<file path="src/rtl/hex_rotate_ctrl_if.sv">
// Signal bundle between the rotation sequencer and its switch/display surroundings.
// The dir signal exists only when HEXROT_DIR_EN is defined.
interface hex_rotate_ctrl_if;
  logic [1:0] u;
  logic [1:0] v;
  logic [1:0] w;
  logic       run;
  logic       step;
`ifdef HEXROT_DIR_EN
  logic       dir;
`endif
  logic [1:0] sel;
  logic [1:0] dig2;
  logic [1:0] dig1;
  logic [1:0] dig0;
  logic [1:0] phase;
  logic       tick;

`ifdef HEXROT_DIR_EN
  modport master (output u, v, w, run, step, dir,
                  input  sel, dig2, dig1, dig0, phase, tick);
  modport slave  (input  u, v, w, run, step, dir,
                  output sel, dig2, dig1, dig0, phase, tick);
`else
  modport master (output u, v, w, run, step,
                  input  sel, dig2, dig1, dig0, phase, tick);
  modport slave  (input  u, v, w, run, step,
                  output sel, dig2, dig1, dig0, phase, tick);
`endif
endinterface

</file>
<file path="src/rtl/hex_rotate_ctrl.sv">
// Rotation-phase sequencer driving the 3-to-1 character mux select and the HEX2..HEX0 codes.
// Optional macro HEXROT_DIR_EN adds the dir input (1 = reverse rotation).
module hex_rotate_ctrl #(
  parameter int TICK_DIV = 50000000,
  parameter int CNT_W    = 26
) (
  input logic              CLOCK_50,
  input logic              Resetn,
  hex_rotate_ctrl_if.slave bus
);

  localparam logic [0:0]       S_HOLD   = 1'b0;
  localparam logic [0:0]       S_RUN    = 1'b1;
  localparam logic [CNT_W-1:0] CNT_LAST = CNT_W'(TICK_DIV - 1);

  logic [0:0]       state_q, state_d;
  logic [CNT_W-1:0] cnt_q, cnt_d;
  logic [1:0]       p_q, p_d;
  logic             tick_q, tick_d;
  logic             run_s1_q, run_s2_q;
  logic             step_s1_q, step_s2_q, step_prev_q;
  logic             step_edge;
  logic             rev;

  function automatic logic [1:0] adv_phase(input logic [1:0] p, input logic reverse);
    logic [1:0] r;
    case (p)
      2'd0:    r = reverse ? 2'd2 : 2'd1;
      2'd1:    r = reverse ? 2'd0 : 2'd2;
      default: r = reverse ? 2'd1 : 2'd0;
    endcase
    return r;
  endfunction

  function automatic logic [1:0] char_at(input logic [1:0] idx, input logic [1:0] a,
                                         input logic [1:0] b, input logic [1:0] c);
    logic [1:0] r;
    case (idx)
      2'd0:    r = a;
      2'd1:    r = b;
      default: r = c;
    endcase
    return r;
  endfunction

`ifdef HEXROT_DIR_EN
  assign rev = bus.dir;
`else
  assign rev = 1'b0;
`endif

  assign step_edge = step_s2_q & ~step_prev_q;

  always_comb begin
    state_d = state_q;
    cnt_d   = cnt_q;
    p_d     = p_q;
    tick_d  = 1'b0;
    case (state_q)
      S_HOLD: begin
        cnt_d = '0;
        // Entering RUN takes priority over a coincident step edge.
        if (run_s2_q) begin
          state_d = S_RUN;
        end else if (step_edge) begin
          p_d = adv_phase(p_q, rev);
        end
      end
      S_RUN: begin
        if (cnt_q == CNT_LAST) begin
          cnt_d  = '0;
          p_d    = adv_phase(p_q, rev);
          tick_d = 1'b1;
        end else begin
          cnt_d = cnt_q + 1'b1;
        end
        // A terminal count on the leaving cycle still advances.
        if (!run_s2_q) begin
          state_d = S_HOLD;
          cnt_d   = '0;
        end
      end
      default: begin
        state_d = S_HOLD;
        cnt_d   = '0;
      end
    endcase
  end

  always_ff @(posedge CLOCK_50 or negedge Resetn) begin
    if (!Resetn) begin
      run_s1_q    <= 1'b0;
      run_s2_q    <= 1'b0;
      step_s1_q   <= 1'b0;
      step_s2_q   <= 1'b0;
      step_prev_q <= 1'b0;
      state_q     <= S_HOLD;
      cnt_q       <= '0;
      p_q         <= 2'd0;
      tick_q      <= 1'b0;
    end else begin
      run_s1_q    <= bus.run;
      run_s2_q    <= run_s1_q;
      step_s1_q   <= bus.step;
      step_s2_q   <= step_s1_q;
      step_prev_q <= step_s2_q;
      state_q     <= state_d;
      cnt_q       <= cnt_d;
      p_q         <= p_d;
      tick_q      <= tick_d;
    end
  end

  assign bus.sel   = p_q;
  assign bus.phase = p_q;
  assign bus.tick  = tick_q;
  assign bus.dig2  = char_at(p_q, bus.u, bus.v, bus.w);
  assign bus.dig1  = char_at(adv_phase(p_q, 1'b0), bus.u, bus.v, bus.w);
  assign bus.dig0  = char_at(adv_phase(p_q, 1'b1), bus.u, bus.v, bus.w);

endmodule

</file>
<file path="src/flat_wrapper.sv">
// flat-port wrapper written by rule: the top's interface ports become plain ports
module hex_rotate_ctrl_flat 
#(
  parameter int TICK_DIV = 50000000,
  parameter int CNT_W    = 26
)
  (CLOCK_50, Resetn, bus_u, bus_v, bus_w, bus_run, bus_step, bus_sel, bus_dig2, bus_dig1, bus_dig0, bus_phase, bus_tick);
  hex_rotate_ctrl_if bus_i ();
  input logic CLOCK_50;
  input logic Resetn;
  input wire logic [$bits(bus_i.u)-1:0] bus_u;
  input wire logic [$bits(bus_i.v)-1:0] bus_v;
  input wire logic [$bits(bus_i.w)-1:0] bus_w;
  input wire logic [$bits(bus_i.run)-1:0] bus_run;
  input wire logic [$bits(bus_i.step)-1:0] bus_step;
  output wire logic [$bits(bus_i.sel)-1:0] bus_sel;
  output wire logic [$bits(bus_i.dig2)-1:0] bus_dig2;
  output wire logic [$bits(bus_i.dig1)-1:0] bus_dig1;
  output wire logic [$bits(bus_i.dig0)-1:0] bus_dig0;
  output wire logic [$bits(bus_i.phase)-1:0] bus_phase;
  output wire logic [$bits(bus_i.tick)-1:0] bus_tick;
  assign bus_i.u = bus_u;
  assign bus_i.v = bus_v;
  assign bus_i.w = bus_w;
  assign bus_i.run = bus_run;
  assign bus_i.step = bus_step;
  assign bus_sel = bus_i.sel;
  assign bus_dig2 = bus_i.dig2;
  assign bus_dig1 = bus_i.dig1;
  assign bus_dig0 = bus_i.dig0;
  assign bus_phase = bus_i.phase;
  assign bus_tick = bus_i.tick;
  hex_rotate_ctrl #(.TICK_DIV(TICK_DIV), .CNT_W(CNT_W)) u_core (.CLOCK_50(CLOCK_50), .Resetn(Resetn), .bus(bus_i));
endmodule
</file>
<file path="config.mk">
export PLATFORM = sky130hd
export DESIGN_NAME = hex_rotate_ctrl_flat
export DESIGN_NICKNAME = d
export VERILOG_FILES = /design/src/rtl/hex_rotate_ctrl_if.sv /design/src/rtl/hex_rotate_ctrl.sv /design/src/flat_wrapper.sv
export SDC_FILE = /design/constraint.sdc
export NUM_CORES = 1
export LEC_CHECK = 0
export ABC_AREA = 1
export CAP_MARGIN = 40
export CORE_UTILIZATION = 50
export CTS_BUF_LIST = sky130_fd_sc_hd__clkbuf_8 sky130_fd_sc_hd__clkbuf_16
export CTS_CLUSTER_DIAMETER = 40
export DETAILED_ROUTE_END_ITERATION = 7
export GPL_TIMING_DRIVEN = 0
export PLACE_DENSITY = 0.7
export REMOVE_ABC_BUFFERS = 1
export SLEW_MARGIN = 20
export SYNTH_ARGS = -nofsm -noshare
export SYNTH_HDL_FRONTEND = slang
export SYNTH_SLANG_ARGS = --single-unit
</file>
<file path="constraint.sdc">
create_clock -name CLOCK_50 -period 2.7 [get_ports CLOCK_50]
set_clock_uncertainty 0.15 [all_clocks]
set_input_delay 0.675 -clock CLOCK_50 [delete_from_list [all_inputs] [get_ports CLOCK_50]]
set_output_delay 0.675 -clock CLOCK_50 [all_outputs]
set_load 0.005 [all_outputs]
</file>
=== Word-level counts from Yosys, hierarchy flattened ===
Index checks and enable logic that the tools add are counted.

* Register bits: 35
* Logic and storage cells: 39

* $add $sub $neg: 1
* Equality and inequality tests: 7
* Muxes and demuxes: 15
* Bitwise operators: 3
* Reduce and logical (&&, ||, !) cells: 4

{| class="wikitable"
|+ Operators by type and width
! cell !! count
|-
| $mux 26 || 2
|-
| $pmux 26 s2 || 1
|-
| $add 26x1->26 const B || 1
|-
| $eq 26x26->1 const B || 1
|-
| $pmux 2 s2 || 6
|-
| $eq 2x1->1 const B || 3
|-
| $logic_not 2->1 || 3
|-
| $mux 2 || 3
|-
| $ne 2x2->1 const B || 2
|-
| $mux 1 || 3
|-
| $reduce_and 3->1 || 1
|-
| $ne 2x1->1 const B || 1
|-
| $not 1->1 || 2
|-
| $and 1x1->1 || 1
|}

=== Longest topological paths before layout ===
* Depth in word-level cells: 5
* Mapped depth: 10

=== Worst setup path after synthesis ===
Ideal clock, no wire load.

* Path kind: reg2out
* Start point: reg u_core.p_q[1] (netlist: u_core.bus.phase[1])
* End point: out bus_dig0[0]
* Arrival time: 1.012 ns
* Data required time: 1.875 ns
* Slack: 0.863 ns
* Cell stages (with the launch flop): 5
* Buffers on the path: 1
* Cell sequence: dfrtp_1 > clkbuf_1 > nor2_1 > nand2_1 > nand3_1

* Cells in the longest elaborated chain, start to end: 4
* Elaborated cells on any way between the ends: 6
* Classes of those cells: eq/ne: 2; mux: 2; reduce/logical: 2

{| class="wikitable"
|+ Ends and longest elaborated chain
! what !! RTL line !! RTL
|-
| start: declaration || hex_rotate_ctrl.sv:18 || <nowiki>logic [1:0] p_q, p_d;</nowiki>
|-
| start signal: assignment || hex_rotate_ctrl.sv:109 || <nowiki>p_q <= p_d;</nowiki>
|-
| $eq 2x1->1 / $logic_not 2->1 (equally long branches) || hex_rotate_ctrl.sv:27 || <nowiki>case (p)</nowiki>
|-
| $pmux 2 s2 (*) || hex_rotate_ctrl.sv:27 ||
|-
| $eq 2x1->1 / $logic_not 2->1 (equally long branches) || hex_rotate_ctrl.sv:38 || <nowiki>case (idx)</nowiki>
|-
| $pmux 2 s2 (*) || hex_rotate_ctrl.sv:38 ||
|-
| end: declaration || flat_wrapper.sv:19 || <nowiki>output wire logic [$bits(bus_i.dig0)-1:0] bus_dig0;</nowiki>
|}

Every way passes the cells marked *; elsewhere a longest branch is shown, timed or not.

=== Worst setup path in the final report ===
* Start point: in bus_v[0]
* End point: out bus_dig0[0]

* Cells in the longest elaborated chain, start to end: 1

{| class="wikitable"
|+ Ends and longest elaborated chain
! what !! RTL line !! RTL
|-
| start: declaration || flat_wrapper.sv:12 || <nowiki>input wire logic [$bits(bus_i.v)-1:0] bus_v;</nowiki>
|-
| $pmux 2 s2 || hex_rotate_ctrl.sv:38 ||
|}

No other way between the ends.

==> results.md <==
* Outcome: complete, no violations
* Most common cell after layout, fill and taps aside: nand2_1
* NetSw at between 300 and 400 uW
* Top FF cell, synth: dfrtp_1
* GRT Residual Overflow at 0
* RSZ-0062 raised after global routing: false
* Worst Setup Path Type: input pin to output port
* Vias per cell at a little over 5
* Layout cell share with drive strength beyond 1 at 0.114
* Starting DRT DRC Count at slightly below 100
* Arr. time, crit path at ~1.8 ns
* Max FO, Critical Path at 3
* Fin crit period at roughly 2.7 ns
* # DRC at 0
* Sw Share at 0.292
* N_diodes at 0
* Antenna Violating Nets Remaining at 0
* TritonCTS clock tree: yes
* Slew Viols, Final at 0
* Worst VDD drop at between 0.3 and 0.4 mV
* WL/cell at 12.2 um
* Routed wire length at 4760 um
* Area contributors post-synth: dfrtp_1 40%, nand2_1 19%, nor2_1 9.0%, inv_1 6.0%, nand3_1 5.1%
* Mean Syn Cell Area at about 6.9 um2
* TritonCTS buffer count at 5
* GRT Total Usage at 0.240
* Starting Density at 0.533
* Initial antenna violation count at 0
* Seq/Total Area, Yosys at 0.402
* Logic pwr share at 0.224
* Clk network pwr share at 0.306
* Die footprint at about 0.0046 mm2
* Area of the core at 0.00409 mm2
* Die Wd at 68.0 um
* Hold-fix buffers, CTS at 0
* Drt pass-1 iters at 4
* Power, Total at about 1200 uW
* I/O pin cnt at 21
* Internal at approximately 870 uW
* Number of global-route vias before repair at roughly 1,800
* Synth Instances at roughly 320
* # rows at 23
* Largest net degree at the start of global routing at 27
* Max H-tree Level at 2
* First-pass GRT wire length at slightly above 8000 um
* CTS root buffer: clkbuf_8
* Worst Hold Class: input pin to asynchronous set/reset pin
* Final hold violations at 0
* Clock transition at path regs at ~0.080 ns
* Syn-to-layout area delta at 16.1%
* Required @ worst endpoint at 1.88 ns
* # port buffers at 20
* Clock Sink Count at 35
* Startpoint Class: input pin
* CTS max path bufs at 2
* Max_cap viols at 0
* Fin util at 0.619
* Share of Yosys cell area claimed by the top area cell type at 0.402
* Cell Pwr Density at around 500 mW/mm2
* F_max at between 300 and 400 MHz
* Netlist cell types at 25
* Slew headroom at 0.622
* HPWL after detailed placement at 3560 um
* Clock latency on the worst-skew pair at 0.30 ns
* Die height at approximately 70 um
* Via Count at roughly 2,000
* Cell taking the most area after synthesis: dfrtp_1
* Yosys reg bits at 35
* Post-synth EDFFs at 0
* Synth Warn # at 0
* Pleak at between 0.001 and 0.0015 uW
* Gpl congestion at roughly 0.84
* Post-synth ARST share at 1.00
* Sequential share of power at 0.470
* Nets@finish at 351
* Crit path capture type: output port
* Final Cycle Share at 0.986
* Final setup vio count at 0
* Post-Synthesis Cell Area at approximately 0.0022 mm2
* Slew @ Worst Pin at ~0.57 ns
* Commonest cells after routing, fill and taps aside: 110 x nand2_1, 50 x nor2_1, 36 x inv_1
* Setup TNS at 0 ns
-- kinds of logic after synthesis --
family,Yosys count,synth area share
xor gates and xnor gates,5,0.0201
AOI/OAI and AO/OA,14,0.0356
buffers and inverters,41,0.0816
DFF,35,0.402
and+or+nand+nor,221,0.455
adders and majority gates,1,0.00574
-- cell usage after synthesis, types with 2 or more instances --
library cell    n
nand3b_1        3
xor2_1          3
o21bai_1        3
o21ai_0         8
nor2_4          5
inv_1          35
nand2_1       110
xnor2_1         2
buf_4           2
nand4_1         4
nor2_2         16
nand3_1        22
nand2_2         4
nor3_1          2
dfrtp_1        35
nor2_1         52
a21oi_1         2
clkbuf_1        2
-- critical path, cell delays in order --
cell and delay (ns):
clkdlybuf4s50_1 0.50, nand2_1 0.06, nand3_1 0.10, clkdlybuf4s50_1 0.50
-- state kept, by name (all words and copies together) (netlist names) --
name                flops
u_core.bus.phase        2
u_core.bus.tick         1
u_core.cnt_q           26
u_core.run_s1_q         1
u_core.run_s2_q         1
u_core.state_q          1
u_core.step_prev_q      1
u_core.step_s1_q        1
u_core.step_s2_q        1
-- power groups by stage --
stage	clock network [uW]	registers [uW]	logic, uW
after CTS	390	573	283
after global routing	405	584	313
after detailed placement	0	581	277
after global placement	0	581	274
final	377	580	276
after floorplan	0	578	100
-- through the flow --
| step | setup WS, ns | instances | hold slack [ns] | area (um2) |
|---|---|---|---|---|
| floorplan | 0.941 | 312 | 0.181 | 2140 |
| global placement | 0.00136 | 382 | 0.183 | 2400 |
| detailed placement | 0.0200 | 383 | 0.189 | 2410 |
| CTS | 0.0313 | 391 | 0.0824 | 2500 |
| global route | 0.00436 | 391 | 0.0973 | 2530 |
| finish | 0.0371 | 391 | 0.0829 | 2530 |
-- cell type report --
cell class / instances / area [um2]
Fill cell: 396 / 1560
Multi-Input combinational cell: 241 / 1140
Sequential cell: 35 / 876
Clock buffer: 5 / 68.8
Inverter: 36 / 135
Tap cell: 50 / 62.6
Timing Repair Buffer: 21 / 230
Clock inverter: 3 / 16.3
-- path summary, 6_finish.rpt --
path	start	to	slack, ns	cells past startpoint
setup / recovery	bus_v[0]	bus_dig0[0]	0.04	4
hold reg to reg	u_core.run_s1_q$_DFF_PN0_	u_core.run_s2_q$_DFF_PN0_	0.20	0
max in group asynchronous	Resetn	u_core.step_s2_q$_DFF_PN0_	1.89	2
hold / removal	Resetn	u_core.cnt_q[14]$_DFF_PN0_	0.08	1
setup reg to reg	u_core.cnt_q[0]$_DFF_PN0_	u_core.cnt_q[11]$_DFF_PN0_	0.88	10
min in group CLOCK_50	u_core.run_s1_q$_DFF_PN0_	u_core.run_s2_q$_DFF_PN0_	0.20	0
-- layer usage --
| layer | up-vias | share of wire | track usage |
|---|---|---|---|
| li1 | 1017 | - | - |
| met2 | 33 | 0.47 | 0.401 |
| met5 | - | 0 | 0 |
| met4 | 0 | 0.015 | 0.0911 |
| met1 | 929 | 0.48 | 0.301 |
| met3 | 7 | 0.038 | 0.0500 |
-- timing repair --
| item | in CTS | in global routing |
|---|---|---|
| pin swaps | 0 | 1 |
| buffers inserted | 0 | 0 |
| gates resized for setup | 2 | 8 |
| endpoints found under the setup margin | 6 | 6 |
Power figures use the tool's default switching activity.
